===== config.mk =====
export PLATFORM = sky130hd
export DESIGN_NAME = cmos_nvram_port
export DESIGN_NICKNAME = d
export VERILOG_FILES = /design/src/rtl/cmos_nvram_port.sv
export SDC_FILE = /design/constraint.sdc
export NUM_CORES = 1
export LEC_CHECK = 0
export ABC_CLOCK_PERIOD_IN_PS = 1800
export CORE_UTILIZATION = 38
export CTS_CLUSTER_DIAMETER = 80
export CTS_CLUSTER_SIZE = 10
export DETAILED_ROUTE_END_ITERATION = 10
export GPL_ROUTABILITY_DRIVEN = 0
export MAX_ROUTING_LAYER = met4
export PLACE_DENSITY = 0.81
export SLEW_MARGIN = 30
export SYNTH_ARGS = -nofsm -noshare
export SYNTH_HDL_FRONTEND = slang
export SYNTH_SLANG_ARGS = --single-unit

===== constraint.sdc =====
create_clock -name clk_sys -period 1.8 [get_ports clk_sys]
set_input_delay 0.18 -clock clk_sys [delete_from_list [all_inputs] [get_ports clk_sys]]
set_output_delay 0.18 -clock clk_sys [all_outputs]
set_load 0.01 [all_outputs]

===== src/rtl/cmos_nvram_port.sv =====
// HPS ioctl port onto the Williams-2 1Kx4 CMOS RAM: NVRAM save (upload reads)
// and restore (download writes), using only CPU-free mem_slot cycles.
module cmos_nvram_port #(
  parameter logic [7:0] NVRAM_INDEX = 8'd4,
  parameter int         ADDR_W      = 10
) (
  input  logic              clk_sys,
  input  logic              reset,
  input  logic [7:0]        ioctl_index,
  input  logic              ioctl_upload,
  input  logic              ioctl_download,
  input  logic [23:0]       ioctl_addr,
  input  logic              ioctl_rd,
  input  logic              ioctl_wr,
  input  logic [7:0]        ioctl_dout,
  output logic [7:0]        ioctl_din,
  output logic              ioctl_wait,
  input  logic              mem_slot,
  output logic              cmos_sel,
  output logic [ADDR_W-1:0] cmos_addr,
  output logic              cmos_we,
  output logic [3:0]        cmos_wdata,
  input  logic [3:0]        cmos_rdata,
  input  logic              cpu_cmos_we,
  output logic              nvram_dirty
);

  typedef enum logic [1:0] {IDLE, WAIT_SLOT, READ, DONE} state_t;

  localparam logic [ADDR_W-1:0] LAST_ADDR = '1;

  state_t            state, state_nx;
  logic              op_wr;
  logic [ADDR_W-1:0] addr_q;
  logic [3:0]        data_q;

  logic index_hit, up_act, dn_act, up_only, dn_only, in_range;
  logic start_rd, start_wr, oor_rd, dirty_clr;
  logic unused_dout;

  assign index_hit = (ioctl_index == NVRAM_INDEX);
  assign up_act    = ioctl_upload   & index_hit;
  assign dn_act    = ioctl_download & index_hit;
  // Simultaneous upload and download is treated as a host error: serve neither.
  assign up_only   = up_act & ~dn_act;
  assign dn_only   = dn_act & ~up_act;
  assign in_range  = (ioctl_addr[23:ADDR_W] == '0);

  assign start_rd  = (state == IDLE) & up_only & ioctl_rd & in_range;
  assign start_wr  = (state == IDLE) & dn_only & ioctl_wr & in_range;
  assign oor_rd    = (state == IDLE) & up_only & ioctl_rd & ~in_range;

  assign unused_dout = &{1'b0, ioctl_dout[7:4]};

  // NOTE: every always_comb output gets a default before the case so no path
  // leaves a signal unassigned, which would infer a latch.
  always_comb begin
    state_nx = state;
    case (state)
      IDLE:      if (start_rd || start_wr) state_nx = WAIT_SLOT;
      WAIT_SLOT: if (mem_slot) state_nx = op_wr ? DONE : READ;
      READ:      state_nx = DONE;
      DONE:      state_nx = IDLE;
      default:   state_nx = IDLE;
    endcase
  end

  // The CMOS port is driven only during the granted slot; zero otherwise so
  // the RAM-side mux never sees stale address or data.
  always_comb begin
    cmos_sel   = 1'b0;
    cmos_we    = 1'b0;
    cmos_addr  = '0;
    cmos_wdata = 4'h0;
    if (state == WAIT_SLOT && mem_slot) begin
      cmos_sel  = 1'b1;
      cmos_addr = addr_q;
      if (op_wr) begin
        cmos_we    = 1'b1;
        cmos_wdata = data_q;
      end
    end
  end

  assign dirty_clr = ((state == READ) & up_act & (addr_q == LAST_ADDR)) |
                     (cmos_we & dn_act & (addr_q == LAST_ADDR));

  // NOTE: sequential state uses non-blocking assignments only, so every
  // register samples the pre-edge values regardless of statement order.
  always_ff @(posedge clk_sys or posedge reset) begin
    if (reset) begin
      state       <= IDLE;
      op_wr       <= 1'b0;
      addr_q      <= '0;
      data_q      <= 4'h0;
      ioctl_din   <= 8'h00;
      ioctl_wait  <= 1'b0;
      nvram_dirty <= 1'b0;
    end else begin
      state <= state_nx;

      if (start_rd || start_wr) begin
        addr_q     <= ioctl_addr[ADDR_W-1:0];
        op_wr      <= start_wr;
        ioctl_wait <= 1'b1;
        if (start_wr) data_q <= ioctl_dout[3:0];
      end

      if (oor_rd) ioctl_din <= 8'hFF;

      // Wait drops together with the read data capture so the HPS sees both
      // on the same cycle; a write releases wait from DONE.
      if (state == READ) begin
        ioctl_din  <= {4'hF, cmos_rdata};
        ioctl_wait <= 1'b0;
      end
      if (state == DONE) ioctl_wait <= 1'b0;

      if (cpu_cmos_we)    nvram_dirty <= 1'b1;
      else if (dirty_clr) nvram_dirty <= 1'b0;
    end
  end

endmodule


# Word-level counts from Yosys, hierarchy flattened
# Index checks and enable logic that the tools add are counted.
# word_totals
reg_bits	27
output_inout_bits	26
# op_classes
n_bitwise	19
n_reduce_logical	9
n_eq_ne	7
muxes	17
# ops
operator	count
8-bit 2-to-1 mux	2
1-bit bitwise AND	15
14-bit logical NOT	1
10-bit == test, second input constant	1
10-bit 2-to-1 mux	1
1-bit 2-to-1 mux	9
8-bit by 3-bit == test with 1-bit output, second input constant	1
4-bit 2-to-1 mux	2
2-bit one-hot mux with 4 select lines	1
2-bit == test, second input constant	2
2-bit 2-to-1 mux	2
2-bit AND reduction	2
2-bit nonzero test	2
1-bit inverter	3
3-bit nonzero test	1
2-bit by 1-bit == test with 1-bit output, second input constant	1
2-bit logical NOT	1
2-bit by 1-bit inequality test with 1-bit output, second input constant	1
2-bit inequality test, second input constant	1
1-bit logical AND	1
1-bit logical OR	1
1-bit OR	1

# Depth between registers and ports, before layout
# depth
ltp_word	11
ltp_mapped	7

# Least setup slack after synthesis
# OpenSTA, ideal clock, no wires.
# synth_path
path_kind	register -> register
startpoint	register state[0]
endpoint	register addr_q[0]
required_time_ps	1675
arrival_ps	1527
period_less_slack_ps	1652
path_stages_with_launch	7
slack_ps	148
path_cell_list	dfrtp_1 inv_1 ha_1 nand3_4 nor3_2 buf_6 mux2_2
# synth_between
elab_chain_cells	5
word_cells_on_any_way	8
classes_between	bitwise: 6; reduce/logical: 2
# synth_lines
item	line_no	source
start: declaration	32	state_t state, state_nx;
start signal: assignment	100	state <= state_nx;
2-bit logical NOT *	49, 50	
1-bit bitwise AND, on equally long branches (3 in series)	49, 50	
1-bit logical OR *	102	if (start_rd || start_wr) begin
end signal: assignment	103	addr_q <= ioctl_addr[ADDR_W-1:0];
end: declaration	34	logic [ADDR_W-1:0] addr_q;
# Every way passes the cells marked *; elsewhere a longest branch is shown, timed or not.
# A chain may end at the register's enable or synchronous reset.

# Final worst setup path
# layout_path
startpoint	register state[1]
endpoint	output cmos_addr[0]
# layout_between
elab_chain_cells	3
# layout_lines
item	line_no	source
2-bit by 1-bit == test with 1-bit output	75	if (state == WAIT_SLOT && mem_slot) begin
1-bit logical AND	75	
10-bit 2-to-1 mux	75	
end: declaration	20	output logic [ADDR_W-1:0] cmos_addr,
# No other way between the ends.

==> impl_metrics.csv <==
group,metric,value,unit
synthesis,yosys.area.top_type,"dfrtp_1",
clock_network,cts_root_buffer,"clkbuf_4",
global_routing,antenna_found_initial,0,
cells_and_area,multiInputGateArea,694.4,um^2
placement,dp_hpwl,2793,um
drt,drt_pass1_iterations,4,
sta,max_slew.worst_pin.slew,0.3841,ns
min_path,hold_path_class,"in2async",
cells_and_area,fill_cells,288,
placement,placed_area,2202,um^2
cells_and_area,final_cell_mix,"57 x clkdlybuf4s50_1, 24 x dfrtp_1, 20 x buf_4, 13 x mux2_2, 11 x and3_1",
clock_network,clock_latency,0.31,ns
worst_setup_path,reg2reg_slack,0.09,ns
cells_and_area,fin_util,0.6704,
die,ioPinCount,78,
drt,remaining_drc_errors,0,
cells_and_area,area_delta_synth_final,68.88,%
run,maxCapViolations,0,
clock_network,htree_num_levels,1,
clock_network,cts_made_buffers,3,
worst_setup_path,endpoint_kind,"output pin",
sta,fmax,582.3,MHz
power_and_ir_drop,power_density,746.8,nW/um^2
cells_and_area,drive_above_1_share,0.2871,
clock_network,clkSinkCount,24,
drt,routed_wl,3528,um
synthesis,synth_edf_count,0,
sta,final.setup.tns,0,ns
cells_and_area,antenna_cells,0,
sta,slew-limit-headroom,0.7440,
synthesis,synth_cell_type_count,32,
synthesis,synth_top_area_share,0.4499,
clock_network,clock_path_buffers,2,
global_routing,grt_pass1_vias,1228,
global_routing,grtUsageTotal,0.1962,
clock_network,cts_tree,"yes",
worst_setup_path,slowest_delay,0.41,ns
die,die_y,61.27,um
worst_setup_path,worstPathCellList,"inv_2 > ha_2 > buf_6 > and3_1 > clkdlybuf4s15_1",
sta,fin_skew,0.001145,ns
drt,dr_total_vias,1208,
die,core.rowCount,21,
placement,io_buffers,73,
clock_network,hold_buffers,0,
outcome,status,"completed",
synthesis,synth_seq_area_share,0.4499,
power_and_ir_drop,ir_drop,0.0005451,V
drt,wl_per_cell,14.23,um
worst_setup_path,path_buf_inv,3,
drt,vias_per_cell,4.871,
worst_setup_path,critPathSlowestCell,"dfrtp_1",
cells_and_area,final_area,2255,um^2
die,die_area,3754,um^2
synthesis,synthTopCellsByArea,"dfrtp_1 45%, mux2_2 12%, and3_1 5.6%",
global_routing,gr-total-overflow,0,
cells_and_area,register_area,600.6,um^2
worst_setup_path,criticalPathCategory,"reg2out",
die,die_x,61.27,um
worst_setup_path,required,1.62,ns
synthesis,syn_inst,112,
die,coreArea,3363,um^2
cells_and_area,final_nets,260,
sta,min_period,1.717,ns
cells_and_area,final_common_cell,"clkdlybuf4s50_1",
drt,final_antenna_net_count,0,
clock_network,path_clk_slew,0.12,ns
synthesis,syn-cell-area,1335,um^2
sta,finalHoldViolCount,0,
worst_setup_path,cp_max_fo,13,
worst_setup_path,cp.arrival,1.54,ns
sta,finalSetupViolations,0,
power_and_ir_drop,p_leak,1.032,nW
global_routing,grt_pass1_wl,5209,um
worst_setup_path,critPathTopFamily,"buffers and inverters",
synthesis,async_reset_ff_frac,1.000,
global_routing,grt_max_degree,25,
die,start_util,0.3969,
worst_setup_path,start_kind,"flip-flop",
synthesis,synth_fp_nets,169,
drt,dr.first_iter.drc_count,21,
synthesis,ys.flop_type,"dfrtp_1",
synthesis,ys_warn_count,0,
synthesis,avgSynthCellArea,11.92,um^2
synthesis,ys_seq_elements,24,
sta,slew_violations,0,
sta,period_share,0.9540,
## per-layer routing
layer,wire length [um],vias up,share of wire,track usage
met2,1867,43,0.53,0.3571
met5,0,-,0,-
li1,-,582,-,-
met1,1390,579,0.39,0.2138
met3,238,4,0.067,0.04202
met4,32,0,0.0091,0.05519
## worst min-delay path: stages
cell and delay [ns]:
clkdlybuf4s50_1 0.39, inv_1 0.05, buf_4 0.29
## power by group
group | leakage [nW] | internal, W | switching, W | total, W
clock | 0.0210 | 0.000124 | 0.000155 | 0.000279
combinational | 0.703 | 0.000436 | 0.000317 | 0.000753
sequential | 0.309 | 0.000610 | 0.0000420 | 0.000652
total | 1.03 | 0.00117 | 0.000514 | 0.00168
## worst paths after layout
kind                        startpoint           end  cells past startpoint
max in group asynchronous        reset   nvram_dirty                      3
max                           state[1]  cmos_addr[0]                      5
max reg2reg                   state[0]     addr_q[8]                      6
min in group clk_sys       cpu_cmos_we   nvram_dirty                      2
min reg2reg                nvram_dirty   nvram_dirty                      1
min                              reset     addr_q[6]                      3
## state kept, by name, indices dropped and copies added, names as in the netlist
signal and count:
addr_q 10, data_q 4, ioctl_din 5, ioctl_wait 1
nvram_dirty 1, op_wr 1, state 2
## logic make-up after synthesis
| group | synth area share |
|---|---|
| buffers and inverters | 0.04498 |
| muxes | 0.1340 |
| AOI/OAI and AO/OA | 0.07029 |
| and+or+nand+nor | 0.2540 |
| adders and majority gates | 0.04686 |
| DFF | 0.4499 |
## final cells by class
type / count / share of cell area
clock buffers: 4 / 0.01609
inverters: 3 / 0.004994
multi-input cells: 77 / 0.3080
flip-flops and latches: 24 / 0.2664
well taps: 46 / 0.02553
repair buffers: 94 / 0.3790
## metrics by stage
| step | hold slack (ns) | setup slack (ns) | power (W) | std cells |
|---|---|---|---|---|
| CTS | 0.1861 | 0.01518 | 0.001685 | 245 |
| finish | 0.1918 | 0.08274 | 0.001684 | 248 |
| detailed placement | 0.4746 | -0.2944 | 0.001365 | 240 |
| floorplan | 0.1946 | 0.1479 | 0.0009987 | 112 |
| global route | 0.2143 | -0.001025 | 0.001796 | 248 |
| global placement | 0.4606 | -0.2243 | 0.001329 | 240 |
## Yosys cell counts (2+ instances only)
master and count:
ha_1 5, mux2_2 14, o31a_1 4, o21a_1 2, nor4_4 2, and3_1 12, and2_1 5, buf_4 3
nor2_1 2, clkbuf_1 4, dfrtp_1 24, nor4_1 3, nand2_1 2, nand4_1 4, inv_1 3, nand2b_1 7
## timing repair
item / 4_1_cts / 5_1_grt
cloned: 0 / 0
setup buffers: 1 / 3
resized for setup: 23 / 22
endpoints found under the hold margin: 0 / 0
setup endpoints to repair: 16 / 28
pin swaps: 0 / 1
Note: power is estimated with default switching activity, not from simulation.
